<file path="config.mk">
export PLATFORM = sky130hd
export DESIGN_NAME = ps2_host_transmitter
export DESIGN_NICKNAME = d
export VERILOG_FILES = /design/src/rtl/ps2_host_transmitter.sv
export SDC_FILE = /design/constraint.sdc
export NUM_CORES = 1
export LEC_CHECK = 0
export ABC_AREA = 0
export BUFFER_PORTS_ARGS = -buffer_cell sky130_fd_sc_hd__buf_2
export CELL_PAD_IN_SITES_DETAIL_PLACEMENT = 1
export CELL_PAD_IN_SITES_GLOBAL_PLACEMENT = 1
export CORE_ASPECT_RATIO = 1.5
export CORE_UTILIZATION = 45
export CTS_CLUSTER_SIZE = 10
export DETAILED_ROUTE_END_ITERATION = 16
export PLACE_DENSITY = 0.76
export RECOVER_POWER = 100
export REMOVE_ABC_BUFFERS = 1
export SYNTH_ARGS = -nofsm -noshare
export SYNTH_HDL_FRONTEND = slang
export SYNTH_SLANG_ARGS = --single-unit
</file>
<file path="constraint.sdc">
create_clock -name CLK -period 2.73 [get_ports CLK]
set_clock_uncertainty 0.2 [all_clocks]
set_input_delay 0.4095 -clock CLK [delete_from_list [all_inputs] [get_ports CLK]]
set_output_delay 0.4095 -clock CLK [all_outputs]
set_load 0.03 [all_outputs]
</file>
<file path="src/rtl/ps2_host_transmitter.sv">
// ps2_host_transmitter
// Host-to-device PS/2 byte sender. It drives the open-drain pull-low enables
// for the mouse clock and data lines: it inhibits the bus, issues a request
// to send, shifts out one frame on the device's clock, checks the device
// acknowledge, and then waits for the bus to go idle.
// Optional feature macro: PS2_TX_TIMEOUT_EN. When it is defined, a watchdog
// aborts the frame if the device stops clocking.
module ps2_host_transmitter #(
    parameter int INHIBIT_CYCLES = 5000
`ifdef PS2_TX_TIMEOUT_EN
    ,
    parameter int TIMEOUT_CYCLES = 100000
`endif
) (
    input  logic       CLK,
    input  logic       RESET,
    input  logic       CLK_MOUSE_IN,
    input  logic       DATA_MOUSE_IN,
    output logic       CLK_MOUSE_OE,
    output logic       DATA_MOUSE_OE,
    input  logic       SEND_BYTE,
    input  logic [7:0] BYTE_TO_SEND,
    output logic       BUSY,
    output logic       BYTE_SENT,
    output logic       TX_ERROR
);

    localparam int INH_W = $clog2(INHIBIT_CYCLES + 1);

    typedef enum logic [2:0] {
        IDLE,
        INHIBIT,
        REQ,
        SEND,
        ACK,
        RELEASE
    } state_t;

    state_t state_reg, state_next;

    logic [1:0]       clk_sync_reg;
    logic [1:0]       data_sync_reg;
    logic             clk_prev_reg;
    logic             clk_synced;
    logic             data_synced;
    logic             fall;

    logic [9:0]       frame_reg;
    logic [3:0]       bit_cnt_reg;
    logic [INH_W-1:0] inh_cnt_reg;
    logic             data_oe_reg;
    logic             ok_reg;
    logic             byte_sent_reg;
    logic             tx_error_reg;

    logic             release_done;
    logic             timeout_hit;

    assign clk_synced   = clk_sync_reg[1];
    assign data_synced  = data_sync_reg[1];
    assign fall         = clk_prev_reg & ~clk_synced;
    assign release_done = (state_reg == RELEASE) & clk_synced & data_synced;

    // Two-flop synchronisers for both pins plus the previous synced clock
    // for falling-edge detection. They reset high, the idle bus level.
    always_ff @(posedge CLK or posedge RESET) begin
        if (RESET) begin
            clk_sync_reg  <= 2'b11;
            data_sync_reg <= 2'b11;
            clk_prev_reg  <= 1'b1;
        end else begin
            clk_sync_reg  <= {clk_sync_reg[0], CLK_MOUSE_IN};
            data_sync_reg <= {data_sync_reg[0], DATA_MOUSE_IN};
            clk_prev_reg  <= clk_sync_reg[1];
        end
    end

`ifdef PS2_TX_TIMEOUT_EN
    localparam int WD_W = $clog2(TIMEOUT_CYCLES + 1);

    logic [WD_W-1:0] wd_cnt_reg;
    logic            in_wait;

    assign in_wait = (state_reg == SEND) | (state_reg == ACK) | (state_reg == RELEASE);
    assign timeout_hit = in_wait & ~fall & ~release_done &
                         (wd_cnt_reg == WD_W'(TIMEOUT_CYCLES - 1));

    // Watchdog: counts cycles since the last device clock fall while the
    // device owns the clock. It saturates and clears outside those states.
    always_ff @(posedge CLK or posedge RESET) begin
        if (RESET) begin
            wd_cnt_reg <= '0;
        end else if (!in_wait || fall) begin
            wd_cnt_reg <= '0;
        end else if (wd_cnt_reg != WD_W'(TIMEOUT_CYCLES)) begin
            wd_cnt_reg <= wd_cnt_reg + 1'b1;
        end
    end
`else
    assign timeout_hit = 1'b0;
`endif

    // State register.
    always_ff @(posedge CLK or posedge RESET) begin
        if (RESET) begin
            state_reg <= IDLE;
        end else begin
            state_reg <= state_next;
        end
    end

    // Next-state logic. The watchdog overrides every wait state.
    always_comb begin
        state_next = state_reg;
        case (state_reg)
            IDLE:    if (SEND_BYTE) state_next = INHIBIT;
            INHIBIT: if (inh_cnt_reg == INH_W'(INHIBIT_CYCLES - 1)) state_next = REQ;
            REQ:     state_next = SEND;
            SEND:    if (fall && bit_cnt_reg == 4'd9) state_next = ACK;
            ACK:     if (fall) state_next = RELEASE;
            RELEASE: if (release_done) state_next = IDLE;
            default: state_next = IDLE;
        endcase
        if (timeout_hit) begin
            state_next = IDLE;
        end
    end

    // Datapath: frame capture, inhibit and bit counters, registered data
    // enable, acknowledge flag and the single-cycle completion pulses.
    always_ff @(posedge CLK or posedge RESET) begin
        if (RESET) begin
            frame_reg     <= '0;
            bit_cnt_reg   <= '0;
            inh_cnt_reg   <= '0;
            data_oe_reg   <= 1'b0;
            ok_reg        <= 1'b0;
            byte_sent_reg <= 1'b0;
            tx_error_reg  <= 1'b0;
        end else begin
            byte_sent_reg <= 1'b0;
            tx_error_reg  <= 1'b0;
            case (state_reg)
                IDLE: begin
                    data_oe_reg <= 1'b0;
                    if (SEND_BYTE) begin
                        frame_reg   <= {1'b1, ~^BYTE_TO_SEND, BYTE_TO_SEND};
                        inh_cnt_reg <= '0;
                        bit_cnt_reg <= '0;
                        ok_reg      <= 1'b0;
                    end
                end
                INHIBIT: begin
                    if (inh_cnt_reg != INH_W'(INHIBIT_CYCLES)) begin
                        inh_cnt_reg <= inh_cnt_reg + 1'b1;
                    end
                end
                REQ: begin
                    // The start bit is held until the first device clock fall.
                    data_oe_reg <= 1'b1;
                end
                SEND: begin
                    if (fall) begin
                        data_oe_reg <= ~frame_reg[bit_cnt_reg];
                        if (bit_cnt_reg != 4'd9) begin
                            bit_cnt_reg <= bit_cnt_reg + 1'b1;
                        end
                    end
                end
                ACK: begin
                    data_oe_reg <= 1'b0;
                    if (fall) begin
                        ok_reg <= ~data_synced;
                    end
                end
                RELEASE: begin
                    if (release_done) begin
                        byte_sent_reg <= ok_reg;
                        tx_error_reg  <= ~ok_reg;
                    end
                end
                default: data_oe_reg <= 1'b0;
            endcase
            if (timeout_hit) begin
                byte_sent_reg <= 1'b0;
                tx_error_reg  <= 1'b1;
                data_oe_reg   <= 1'b0;
            end
        end
    end

    // Outputs decoded from the state so that reset releases the lines at once.
    always_comb begin
        CLK_MOUSE_OE  = (state_reg == INHIBIT) | (state_reg == REQ);
        DATA_MOUSE_OE = (state_reg == REQ) | ((state_reg == SEND) & data_oe_reg);
        BUSY          = (state_reg != IDLE);
        BYTE_SENT     = byte_sent_reg;
        TX_ERROR      = tx_error_reg;
    end

endmodule
</file>
Word-level counts from Yosys, hierarchy flattened
Index checks and enable logic that the tools add are counted.
- register bits after elaboration: 39
- output and inout port bits: 5
- $add $sub $neg: 2
- $lt $le $gt $ge: 1
- equal/unequal tests: 17
- mux-type cells: 24
- bitwise operators: 11
- reductions and logical operators: 14
- operators by type and width (cell ; number):
    $mux 13 ; 2
    $pmux 13 s2 ; 1
    $pmux 3 s6 ; 1
    $ne 2x2->1 const B ; 8
    $mux 3 ; 5
    $add 13x1->13 const B ; 1
    $eq 13x13->1 const B ; 1
    $ne 13x13->1 const B ; 1
    $mux 4 ; 3
    $mux 1 ; 8
    $pmux 4 s2 ; 1
    $reduce_xnor 8->1 ; 1
    $eq 3x2->1 const B ; 2
    $eq 3x3->1 const B ; 2
    $reduce_and 3->1 ; 2
    $reduce_bool 2->1 ; 3
    $lt 4x5->1 const B ; 1
    $not 1->1 ; 5
    $reduce_and 5->1 ; 1
    $add 4x1->4 const B ; 1
    $and 1x1->1 ; 4
    $bmux 1 s4 ; 1
    $eq 4x4->1 const B ; 1
    $ne 4x4->1 const B ; 1
    10 further kinds ; 12

Longest topological paths before layout
- word-level depth: 5
- gate-level depth with buffers: 6
- depth with buffers taken out: 6

Worst setup path before layout
No wires, ideal clock.
- path type: register -> register
- start point: register state_reg[0]
- end point: register inh_cnt_reg[12]
- library setup time: 0.078 ns
- arrival time: 1.889 ns
- required time: 2.452 ns
- slack: 0.563 ns
- stages on the path, launching flop included: 6
- period minus slack after synthesis: 2.167 ns
- path through: dfrtp_1 > or3b_1 > buf_2 > or4_4 > or3_1 > a21oi_1
- cells in the longest elaborated chain, start to end: 3
- ends and longest elaborated chain (element ; RTL line ; RTL):
    start, declared ; 39 ; state_t state_reg, state_next;
    start signal, assigned ; 108 ; state_reg <= state_next;
    $eq 3x1->1 / $logic_not 3->1 (equally long branches) ; 143 ; case (state_reg)
    $ne 2x2->1 (no source line) / $reduce_bool 2->1 (equally long branches) ; - ;
    $reduce_and 3->1 (no source line) ; - ;
    end signal, assigned ; 155 ; inh_cnt_reg <= inh_cnt_reg + 1'b1;
    end, declared ; 50 ; logic [INH_W-1:0] inh_cnt_reg;
Parallel ways exist; a longest one is shown, timed or not.
A chain may end at the register's enable or synchronous reset.

Worst setup path after layout
- start point: register state_reg[2]
- end point: register bit_cnt_reg[3]
- cells in the longest elaborated chain, start to end: 3
- ends and longest elaborated chain (element ; RTL line ; RTL):
    $eq 3x2->1 / $logic_not 3->1 (equally long branches) ; 143 ;
    $ne 2x2->1 (no source line) / $reduce_bool 2->1 (equally long branches) ; - ;
    $reduce_and 4->1 (no source line) ; - ;
    end signal, assigned ; 166 ; bit_cnt_reg <= bit_cnt_reg + 1'b1;
    end, declared ; 49 ; logic [3:0] bit_cnt_reg;
Parallel ways exist; a longest one is shown, timed or not.

==> results_dict.tcl <==
set metrics [dict create \
    avgSynthCellArea_um2 9.46 \
    rsz0062_at_grt "no" \
    gp_congestion 0.792 \
    cts_sinks 39 \
    route.vias.total 1601 \
    post_dp_cell_area_mm2 0.00218 \
    grt_max_degree 40 \
    n_antenna_cell 0 \
    nNetsFinal 251 \
    synth.most_common_cell "nand2_1" \
    synthTopCellsByCount "nand2_1, dfrtp_1, nor2_1" \
    hold_class "input port to flop" \
    setup_viol 0 \
    cts_resized 0 \
    ant_nets 0 \
    finalCritPeriodShare 0.871 \
    cp_cell_sequence "clkbuf_1 -> or4b_2 -> buf_4 -> a211oi_1 -> mux2i_1" \
    crit_fanout 20 \
    grt_util_all_layers 0.222 \
    cellPowerDensity_mw_per_mm2 649 \
    fin_area_mm2 0.00228 \
    synthDistinctLibCells 44 \
    slowest_delay_ns 0.73 \
    grt_pass1_wl_um 8190 \
    ctsHoldBuffers 0 \
    rrSetupSlack_ns 0.35 \
    drv_cap 0 \
    clockBufferDepth 2 \
    cts_tree "done" \
    yosys.area.top_type "dfrtp_1" \
    htreeDepth 2 \
    io_pins 18 \
    start_util 0.475 \
    root_buffer "clkbuf_8" \
    numPortBuffers 17 \
    fmax_mhz 420 \
    first_global_vias 1811 \
    largest_reg_flops 13 \
    p_switching_mw 0.418 \
    slew_headroom 0.346 \
    switching_share 0.283 \
    worstMarginPinSlew_ns 0.982 \
    period_minus_slack_ns 2.38 \
    yosysWarningCount 0 \
    required_ns 2.75 \
    stdcell_count 281 \
    hold_path_startpoint "DATA_MOUSE_IN" \
    p_clk_frac 0.336 \
    antenna_found_initial 0 \
    routed_wl_um 4680 \
    die-area_mm2 0.00475 \
    r2r_end "bit_cnt_reg[3]" \
    pre_cts_ws_ns 0.445 \
    crit_type "flop to flop" \
    core_area_mm2 0.00425 \
    async_flop_share 1.00 \
    synthCells 213 \
    layout-drive-gt1-share 0.179 \
    viasPerCell 5.70 \
    power_frac_seq 0.521 \
    synth_enable_flop_cells 0 \
    min_path_cells 1 \
    synth_top_area_share 0.422 \
    maxSlewViolCount 0 \
    synth_area_leaders "dfrtp_1, nand2_1, dfstp_2, xnor2_1, nor2_1" \
    syn_to_final_growth_pct 13.1 \
    cpMaxStageDelayCell "or4b_2" \
    cts_buffers 5 \
    yosysSeqAreaShare 0.488 \
    dr.pass1.iters 4 \
    finalHoldViolCount 0 \
    critPathCaptureType "flop" \
    total_power_mw 1.48 \
    hold_end "data_sync_reg[0]" \
    synth_top_flop_cell "dfrtp_1" \
    critPathLaunchType "flop" \
    fin_tns_setup_ns 0 \
    status "complete, no violations" \
    clk_pin_slew_worst_paths_ns 0.08 \
    p_int_mw 1.06 \
    synth_area_mm2 0.00201 \
    timing.rr.start "state_reg[2]" \
    ir_drop_mv 0.455 \
    die_h_um 83.9 \
    die_x_um 56.6 \
    finalWorstSetupSlack_ns 0.351 \
    ff2ff_path_depth 5 \
    post-cts-setup-buffers 0 \
    placed_cells 273 \
    clock_latency_ns 0.29 \
    drt_iter0_markers 61 \
    p_leak_nw 0.989 \
    power_frac_comb 0.143 \
    place_hpwl_um 3440 \
    route.detailed.drc 0 \
    grt-ovfl-total 0 \
    wl_per_cell_um 16.6 \
    critPathArrivalTime_ns 2.39 \
    rows 29 \
    ys_ff_latch 39 \
]
==> logic make-up after synthesis <==
| family | Yosys count | share of synthesized area |
|---|---|---|
| compound gates | 33 | 0.109 |
| xor+xnor | 13 | 0.0565 |
| fa+ha+maj | 4 | 0.0248 |
| buf+inv | 19 | 0.0360 |
| flops | 39 | 0.488 |
| mux | 9 | 0.0528 |
| simple gates | 96 | 0.233 |
==> layout make-up <==
cell class / count / area [um2]
clock buffer: 6 / 82.6
clock inverter: 2 / 35.0
fill: 485 / 1970
inverter: 9 / 33.8
multi-input combinational: 155 / 962
sequential: 39 / 982
tap: 46 / 57.6
timing repair buffer: 24 / 125
==> per-stage QoR <==
step,hold slack (ns),utilization
2_1_floorplan,0.145,-
3_3_place_gp,0.146,0.513
3_5_place_dp,0.148,0.513
4_1_cts,0.00523,0.541
5_1_grt,0.00102,0.537
6_report,0.0152,0.537
==> power by group through the flow <==
| stage | combinational [mW] | clock [mW] | sequential (mW) |
|---|---|---|---|
| 3_3_place_gp | 0.196 | 0 | 0.770 |
| 3_5_place_dp | 0.217 | 0 | 0.779 |
| 5_1_grt | 0.249 | 0.533 | 0.783 |
| 4_1_cts | 0.219 | 0.512 | 0.770 |
| 6_report | 0.212 | 0.497 | 0.769 |
| 2_1_floorplan | 0.163 | 0 | 0.746 |
==> routing by layer <==
layer  part of all wire  vias to the layer above  track usage
met5                  0                        -            0
met4              0.018                        0       0.0865
met3              0.023                       10       0.0496
met2               0.56                       20        0.412
met1               0.40                      796        0.237
li1                   -                      775            -
==> worst max-delay path, delay by kind of cell (launching register included) <==
family                 cells  cell delay (ns)
AND/OR/NAND/NOR            1             0.73
buffers and inverters      2             0.48
flip-flops                 1             0.38
AO/OA/AOI/OAI              1             0.31
multiplexers               1             0.21
==> how the worst max path moves through the flow <==
| stage | cells after the start | from | to |
|---|---|---|---|
| after floorplan | 3 | state_reg[0] | ok_reg |
| after global placement | 5 | state_reg[2] | bit_cnt_reg[3] |
| after detailed placement | 5 | bit_cnt_reg[0] | bit_cnt_reg[0] |
| after CTS | 5 | bit_cnt_reg[0] | bit_cnt_reg[0] |
| after global routing | 5 | state_reg[2] | bit_cnt_reg[3] |
| final | 5 | state_reg[2] | bit_cnt_reg[3] |
==> cell usage in the layout, fill, tap and decap left out, drive strengths merged, types with 5 or more instances in the layout <==
master and instances:
nor2 19, a21oi 8, clkbuf 13, xnor2 10
inv 9, o21ai 7, nand2 38, nand3 6
mux2i 5, nor3 5, dfrtp 34, nand2b 6
buf 17, dfstp 5
(Power assumes the default switching activity.)
